**src/rtl/mult_drum_pkg.sv**
```systemverilog
// mult_drum_pkg: shared exponent classes, status flags and bias helper for the DRUM multiplier
package mult_drum_pkg;

    // Operand-pair classification made once in S1 and carried down the pipe
    typedef enum logic [1:0] {
        CLS_ZERO,
        CLS_NORMAL,
        CLS_SPECIAL
    } exp_cls_t;

    typedef struct packed {
        logic exception;
        logic overflow;
        logic underflow;
    } flags_t;

    // IEEE-style exponent bias for a given exponent width
    function automatic int exp_bias(input int exp_w);
        return (1 << (exp_w - 1)) - 1;
    endfunction

endpackage

```
**src/rtl/mult_drum_pipe_if.sv**
```systemverilog
// mult_drum_pipe_if: operand/result handshake bundle; MULT_DRUM_EXACT_MODE_EN adds exact_mode
interface mult_drum_pipe_if #(
    parameter int EXP_W = 8,
    parameter int MAN_W = 23
);
    localparam int W = 1 + EXP_W + MAN_W;

    logic         in_valid;
    logic         in_ready;
    logic [W-1:0] a_operand;
    logic [W-1:0] b_operand;
    logic         out_valid;
    logic         out_ready;
    logic [W-1:0] result;
    logic         Exception;
    logic         Overflow;
    logic         Underflow;
`ifdef MULT_DRUM_EXACT_MODE_EN
    logic         exact_mode;
`endif

    modport master (
        output in_valid, a_operand, b_operand, out_ready,
`ifdef MULT_DRUM_EXACT_MODE_EN
        output exact_mode,
`endif
        input  in_ready, out_valid, result, Exception, Overflow, Underflow
    );

    modport slave (
        input  in_valid, a_operand, b_operand, out_ready,
`ifdef MULT_DRUM_EXACT_MODE_EN
        input  exact_mode,
`endif
        output in_ready, out_valid, result, Exception, Overflow, Underflow
    );

endinterface

```
**src/rtl/drum_trunc.sv**
```systemverilog
// drum_trunc: keeps the top K bits of a significand, forcing the LSB when any dropped bit is set
module drum_trunc #(
    parameter int SIG_W = 24,
    parameter int K     = 8
) (
    input  logic [SIG_W-1:0] sig,
    output logic [K-1:0]     seg
);

    generate
        if (K == SIG_W) begin : g_full
            assign seg = sig;
        end else begin : g_drum
            assign seg = sig[SIG_W-1 -: K] | K'(|sig[SIG_W-K-1:0]);
        end
    endgenerate

endmodule

```
**src/rtl/mult_drum_pipe.sv**
```systemverilog
// mult_drum_pipe: 3-stage DRUM-K floating-point multiplier with a global stall
// Optional macro MULT_DRUM_EXACT_MODE_EN adds a per-operation exact_mode using full significands.
module mult_drum_pipe
    import mult_drum_pkg::*;
#(
    parameter int EXP_W = 8,
    parameter int MAN_W = 23,
    parameter int K     = 8
) (
    input logic             clk,
    input logic             rst_n,
    mult_drum_pipe_if.slave bus
);

    localparam int W     = 1 + EXP_W + MAN_W;
    localparam int SIG_W = MAN_W + 1;
    localparam int XW    = EXP_W + 2;
`ifdef MULT_DRUM_EXACT_MODE_EN
    localparam int M     = SIG_W;
`else
    localparam int M     = K;
`endif
    localparam logic signed [XW-1:0] BIAS_X  = XW'(exp_bias(EXP_W));
    localparam logic signed [XW-1:0] EXP_MAX = XW'((1 << EXP_W) - 2);
    localparam logic signed [XW-1:0] EXP_MIN = XW'(1);

    typedef struct packed {
        logic                 valid;
        logic                 sign;
        logic signed [XW-1:0] exp;
        exp_cls_t             cls;
        logic [M-1:0]         a;
        logic [M-1:0]         b;
    } s1_t;

    typedef struct packed {
        logic                 valid;
        logic                 sign;
        logic signed [XW-1:0] exp;
        exp_cls_t             cls;
        logic [2*M-1:0]       prod;
    } s2_t;

    s1_t                  s1_d, s1_q;
    s2_t                  s2_d, s2_q;
    logic                 out_valid_d, out_valid_q;
    logic [W-1:0]         result_d, result_q;
    flags_t               flags_d, flags_q;

    logic                 advance;
    logic [EXP_W-1:0]     a_exp, b_exp;
    logic [SIG_W-1:0]     a_sig, b_sig;
    logic [K-1:0]         a_seg, b_seg;
    logic [M-1:0]         a_op, b_op;
    exp_cls_t             in_cls;
    logic                 hi;
    logic [2*M-1:0]       norm;
    logic [2*M-2+MAN_W:0] ext;
    logic [MAN_W-1:0]     man;
    logic signed [XW-1:0] exp_f;
    logic                 ovf, unf;
    logic [W-1:0]         inf_res, zero_res;
    logic                 unused_bits;

    assign advance       = bus.out_ready | ~out_valid_q;
    assign bus.in_ready  = advance;
    assign bus.out_valid = out_valid_q;
    assign bus.result    = result_q;
    assign bus.Exception = flags_q.exception;
    assign bus.Overflow  = flags_q.overflow;
    assign bus.Underflow = flags_q.underflow;

    assign a_exp = bus.a_operand[W-2 -: EXP_W];
    assign b_exp = bus.b_operand[W-2 -: EXP_W];
    assign a_sig = {1'b1, bus.a_operand[MAN_W-1:0]};
    assign b_sig = {1'b1, bus.b_operand[MAN_W-1:0]};

    drum_trunc #(.SIG_W(SIG_W), .K(K)) u_trunc_a (.sig(a_sig), .seg(a_seg));
    drum_trunc #(.SIG_W(SIG_W), .K(K)) u_trunc_b (.sig(b_sig), .seg(b_seg));

    // S1: choose multiplier operands, classify exponents and form the biased exponent sum
    always_comb begin
`ifdef MULT_DRUM_EXACT_MODE_EN
        a_op = bus.exact_mode ? a_sig : M'(a_seg) << (M - K);
        b_op = bus.exact_mode ? b_sig : M'(b_seg) << (M - K);
`else
        a_op = a_seg;
        b_op = b_seg;
`endif
        in_cls = (&a_exp || &b_exp) ? CLS_SPECIAL :
                 (a_exp == '0 || b_exp == '0) ? CLS_ZERO : CLS_NORMAL;
        s1_d = s1_q;
        if (advance) begin
            s1_d.valid = bus.in_valid;
            s1_d.sign  = bus.a_operand[W-1] ^ bus.b_operand[W-1];
            s1_d.exp   = XW'(a_exp) + XW'(b_exp) - BIAS_X;
            s1_d.cls   = in_cls;
            s1_d.a     = a_op;
            s1_d.b     = b_op;
        end
    end

    // S2: segment multiply, sideband carried alongside
    always_comb begin
        s2_d = s2_q;
        if (advance) begin
            s2_d.valid = s1_q.valid;
            s2_d.sign  = s1_q.sign;
            s2_d.exp   = s1_q.exp;
            s2_d.cls   = s1_q.cls;
            s2_d.prod  = s1_q.a * s1_q.b;
        end
    end

    // S3: normalise on the product MSB, left-align the fraction, then resolve special cases and flags
    always_comb begin
        hi          = s2_q.prod[2*M-1];
        norm        = hi ? s2_q.prod : s2_q.prod << 1;
        ext         = {norm[2*M-2:0], {MAN_W{1'b0}}};
        man         = ext[2*M-2+MAN_W -: MAN_W];
        unused_bits = ^{ext[2*M-2:0], norm[2*M-1]};
        exp_f       = s2_q.exp + XW'(hi);
        inf_res     = {s2_q.sign, {EXP_W{1'b1}}, {MAN_W{1'b0}}};
        zero_res    = {s2_q.sign, {(W-1){1'b0}}};
        ovf         = s2_q.cls == CLS_NORMAL && exp_f > EXP_MAX;
        unf         = s2_q.cls == CLS_NORMAL && exp_f < EXP_MIN;
        out_valid_d = out_valid_q;
        result_d    = result_q;
        flags_d     = flags_q;
        if (advance) begin
            out_valid_d = s2_q.valid;
            result_d    = s2_q.cls == CLS_SPECIAL ? inf_res :
                          (s2_q.cls == CLS_ZERO || unf) ? zero_res :
                          ovf ? inf_res : {s2_q.sign, exp_f[EXP_W-1:0], man};
            flags_d     = {s2_q.cls == CLS_SPECIAL, ovf, unf};
        end
    end

    // Pipeline registers; reset drops every in-flight operation
    always_ff @(posedge clk or negedge rst_n) begin
        if (!rst_n) begin
            s1_q        <= '0;
            s2_q        <= '0;
            out_valid_q <= 1'b0;
            result_q    <= '0;
            flags_q     <= '0;
        end else begin
            s1_q        <= s1_d;
            s2_q        <= s2_d;
            out_valid_q <= out_valid_d;
            result_q    <= result_d;
            flags_q     <= flags_d;
        end
    end

endmodule

```
**src/flat_wrapper.sv**
```systemverilog
// flat-port wrapper written by rule: the top's interface ports become plain ports
module mult_drum_pipe_flat import mult_drum_pkg::*;
#(
    parameter int EXP_W = 8,
    parameter int MAN_W = 23,
    parameter int K     = 8
)
  (clk, rst_n, bus_in_valid, bus_a_operand, bus_b_operand, bus_out_ready, bus_in_ready, bus_out_valid, bus_result, bus_Exception, bus_Overflow, bus_Underflow);
  mult_drum_pipe_if #(.EXP_W(EXP_W), .MAN_W(MAN_W)) bus_i ();
  input logic clk;
  input logic rst_n;
  input wire logic [$bits(bus_i.in_valid)-1:0] bus_in_valid;
  input wire logic [$bits(bus_i.a_operand)-1:0] bus_a_operand;
  input wire logic [$bits(bus_i.b_operand)-1:0] bus_b_operand;
  input wire logic [$bits(bus_i.out_ready)-1:0] bus_out_ready;
  output wire logic [$bits(bus_i.in_ready)-1:0] bus_in_ready;
  output wire logic [$bits(bus_i.out_valid)-1:0] bus_out_valid;
  output wire logic [$bits(bus_i.result)-1:0] bus_result;
  output wire logic [$bits(bus_i.Exception)-1:0] bus_Exception;
  output wire logic [$bits(bus_i.Overflow)-1:0] bus_Overflow;
  output wire logic [$bits(bus_i.Underflow)-1:0] bus_Underflow;
  assign bus_i.in_valid = bus_in_valid;
  assign bus_i.a_operand = bus_a_operand;
  assign bus_i.b_operand = bus_b_operand;
  assign bus_i.out_ready = bus_out_ready;
  assign bus_in_ready = bus_i.in_ready;
  assign bus_out_valid = bus_i.out_valid;
  assign bus_result = bus_i.result;
  assign bus_Exception = bus_i.Exception;
  assign bus_Overflow = bus_i.Overflow;
  assign bus_Underflow = bus_i.Underflow;
  mult_drum_pipe #(.EXP_W(EXP_W), .MAN_W(MAN_W), .K(K)) u_core (.clk(clk), .rst_n(rst_n), .bus(bus_i));
endmodule
```
**config.mk**
```make
export PLATFORM = sky130hd
export DESIGN_NAME = mult_drum_pipe_flat
export DESIGN_NICKNAME = d
export VERILOG_FILES = /design/src/rtl/mult_drum_pkg.sv /design/src/rtl/mult_drum_pipe_if.sv /design/src/rtl/drum_trunc.sv /design/src/rtl/mult_drum_pipe.sv /design/src/flat_wrapper.sv
export SDC_FILE = /design/constraint.sdc
export NUM_CORES = 1
export LEC_CHECK = 0
export ABC_AREA = 1
export CORE_UTILIZATION = 45
export DETAILED_ROUTE_END_ITERATION = 10
export GPL_ROUTABILITY_DRIVEN = 0
export PLACE_DENSITY = 0.69
export SLEW_MARGIN = 20
export SYNTH_ARGS = -nofsm -noshare
export SYNTH_HDL_FRONTEND = slang
export SYNTH_SLANG_ARGS = --single-unit
```
**constraint.sdc**
```tcl
create_clock -name clk -period 5.16 [get_ports clk]
set_input_delay 1.032 -clock clk [delete_from_list [all_inputs] [get_ports clk]]
set_output_delay 1.032 -clock clk [all_outputs]
set_load 0.01 [all_outputs]
```
==> flow_summary.ini <==
[grt]
grt_pass1_vias = 5384
antenna_found_initial = 0
grt_pass1_wl_mm = 24.8
busiest_layer = met2
met3_usage_pct = 3.82
grt_max_degree = 72
grtUsageTotal_pct = 19.5
grtUsageMet2_pct = 29.8
gr-total-overflow = 0
grtUsageMet1_pct = 28.3

[synth]
yosys_warnings = 0
yosysTopAreaCell = dfrtp_1
synth_xor_area_share_pct = 1.55
postSynthCellCount = 910
synth_top_family_by_area = simple AND/OR/NAND/NOR gates
synth_edf_count = 0
synthArstFlopShare_pct = 100
yosysMostFrequentCell = nand2_1
synth_cell_types = 39
synth_flop_cell = dfrtp_1
synth_top_area_share_pct = 32.2
synth.area.top_cells = dfrtp_1 (32%), nand2_1 (17%), fa_1 (11%)
avgSynthCellArea_um2 = 7.43
synth_mux_area_share_pct = 0
ys_top_cells_by_count = nand2_1 (306), inv_1 (162), dfrtp_1 (87)
synth_seq_cells = 87
ys_seq_area_share_pct = 32.2
mappedNetlistArea_mm2 = 0.00676
synth_fa_ha_area_share_pct = 19.6
synth_simple_gate_area_share_pct = 27.3
synth_compound_area_share_pct = 6.90

[worst_hold_path]
min_from = u_core.bus.result[22]$_DFFE_PN0P_
whs_path_depth = 2
min_to = u_core.bus.result[22]$_DFFE_PN0P_
hold_class = register to register

[worst_setup_path]
cp.arrival_ns = 4.86
end_kind = register
path_cells = nand2_1, fa_1, fa_1, inv_1, fa_1, inv_1, fa_1, inv_1, ha_1, a21oi_1, a21boi_0, o21ai_0, nand3_1, nand2_1, nand2_1, nand3_1, nand2_1
r2r_start = u_core.s1_q[7]$_DFFE_PN0P_
slowest_delay_ns = 0.67
slowest_stage = dfrtp_1
cp-start-kind = register
r2r_slack_ns = 0.58
crit_required_ns = 5.44
path_max_fanout = 16
worstRegToRegCells = 17
r2r-end = u_core.s2_q[12]$_DFFE_PN0P_
critical_path_class = register to register

[layout]
seq_area_mm2 = 0.00218
nNetsFinal = 1134
fillCellCount = 1385
final_area_mm2 = 0.00808
syn2layout_area_growth_pct = 19.5
layout-drive-gt1-share_pct = 4.15
multi_input_comb_area_mm2 = 0.00378
diodes = 0

[placement]
placed_cell_area_mm2 = 0.00779
port_buffers = 96
place_hpwl_mm = 10.9
place_ws_ns = 0.594

[clock_tree]
cts_root_buf = clkbuf_16
holdBufCountCts = 0
ctsResizeCount = 0
htreeDepth = 3
cts_sinks = 87
cts_setup_buffers = 0
clock_latency_ns = 0.35
path_clk_slew_ns = 0.06
cts_buffers = 9
cts_max_path_buffers = 2
cts_tree = yes

[run_status]
status = finished clean

[die]
start_util_pct = 46.4
rows = 44
die_w_um = 125
die-height_um = 125
ioPinCount = 105
coreArea_mm2 = 0.0146
die-area_mm2 = 0.0155

[timing]
finalCritPeriodShare_pct = 88.7
max_freq_ghz = 0.219
hold_viol_final = 0
fin_tns_setup_ns = 0
rsz0062_at_grt = false
skew_ns = 0.00681
finalSetupViolCount = 0
timing.final.ws_setup_ns = 0.584
tightest_slew_ns = 0.669
slew_viol_final = 0
post-route-min-period_ns = 4.58
slew_headroom_pct = 54.8

[detailed_routing]
wl_per_cell_um = 12.0
dr.first_iter.drc_count = 293
drc_errors = 0
vias = 5610
drt_pass1_iterations = 5
ant_nets = 0
routed_wl_mm = 14.1
viasPerCell = 4.79

[power]
powerDensity_mw_per_mm2 = 716
ir_drop_v = 0.000589
power.leakage_nw = 4.42

[flow_run]
cap_violations = 0
-- kinds of logic (layout without fill, tap and decap cells) --
logic type               after synthesis  after routing
XOR/XNOR                              12             12
other                                  1              8
buffers and inverters                209            279
adder cells (fa/ha/maj)               84             84
AO/OA/AOI/OAI                         83             83
AND/OR/NAND/NOR                      434            434
flip-flops                            87             87
-- placed cells by master, fill, tap and decap left out, types with 2 or more instances in the layout --
cell type | synthesis | layout
fa_1 | 37 | 37
o22ai_1 | 4 | 4
clkdlybuf4s50_1 | 0 | 95
nor3_1 | 4 | 4
nand2_1 | 306 | 306
nor4_1 | 10 | 10
o21a_1 | 3 | 3
dfrtp_1 | 87 | 87
clkbuf_16 | 0 | 9
xor2_1 | 6 | 6
buf_4 | 8 | 5
nand4_1 | 13 | 13
clkbuf_1 | 33 | 3
conb_1 | 1 | 8
o21ai_0 | 47 | 47
a21boi_0 | 2 | 2
nand3_2 | 5 | 5
nor2_2 | 2 | 2
inv_1 | 162 | 162
nor2_1 | 19 | 18
nand3_1 | 62 | 62
or2_2 | 5 | 5
nand2_2 | 6 | 6
ha_1 | 47 | 47
xnor2_1 | 6 | 6
nor2_4 | 1 | 2
a21oi_1 | 18 | 18
-- area by class of cell --
cell class,count,share of cell area (%)
clock buffer,13,3.10
clock inverter,3,0.526
sequential,87,26.9
tap,184,2.85
timing repair buffer,100,12.2
multi-input combinational,621,46.8
inverter,163,7.57
-- power by group --
part / total [mW] / internal, mW / switching, mW
Combinational: 3.95 / 1.65 / 2.29
Sequential: 1.20 / 0.970 / 0.228
Clock: 0.643 / 0.388 / 0.255
Total: 5.79 / 3.01 / 2.78
-- state kept, by name, indices dropped and copies added, names as in the netlist --
| name | flops |
|---|---|
| u_core.inf_res | 1 |
| u_core.bus.result | 24 |
| u_core.bus.Exception | 1 |
| u_core.bus.Underflow | 1 |
| u_core.bus.out_valid | 1 |
| u_core.bus.Overflow | 1 |
| u_core.s2_q | 28 |
| u_core.s1_q | 29 |
| u_core.hi | 1 |
-- metal layers --
layer	part of all wire [%]	wire length (µm)
met2	44	6120
met3	4.2	592
met1	51	7220
met5	0	0
met4	0.87	122
-- worst max-delay path by stage --
stage                          startpoint                     endpoint  slack (ns)  cells after the start
6_report       u_core.s1_q[7]$_DFFE_PN0P_  u_core.s2_q[12]$_DFFE_PN0P_        0.58                     17
5_1_grt        u_core.s1_q[7]$_DFFE_PN0P_  u_core.s2_q[12]$_DFFE_PN0P_        0.26                     17
4_1_cts        u_core.s1_q[7]$_DFFE_PN0P_  u_core.s2_q[12]$_DFFE_PN0P_        0.58                     17
3_5_place_dp   u_core.s1_q[7]$_DFFE_PN0P_  u_core.s2_q[12]$_DFFE_PN0P_        0.59                     17
3_3_place_gp   u_core.s1_q[7]$_DFFE_PN0P_  u_core.s2_q[12]$_DFFE_PN0P_        0.73                     16
2_1_floorplan  u_core.s1_q[7]$_DFFE_PN0P_  u_core.s2_q[12]$_DFFE_PN0P_        0.80                     17
-- critical path, delay by kind of cell, from the launching register on --
kind                       cells  cell delay (ns)
AOI/OAI and AO/OA              3             0.65
adders and majority gates      5             2.48
DFF                            1             0.67
buffers and inverters          3             0.15
and+or+nand+nor                6             0.56
-- per-stage QoR --
| stage | utilization [%] | instances | hold slack (ns) | total power, mW |
|---|---|---|---|---|
| 3_5_place_dp | 53.4 | 1155 | 0.464 | 5.15 |
| 4_1_cts | 55.4 | 1171 | 0.477 | 5.85 |
| 3_3_place_gp | 53.4 | 1155 | 0.464 | 5.07 |
| 2_1_floorplan | - | 917 | 0.440 | 4.23 |
| 6_report | 55.4 | 1171 | 0.473 | 5.79 |
| 5_1_grt | 55.4 | 1171 | 0.495 | 6.53 |
Power figures use the tool's default switching activity.
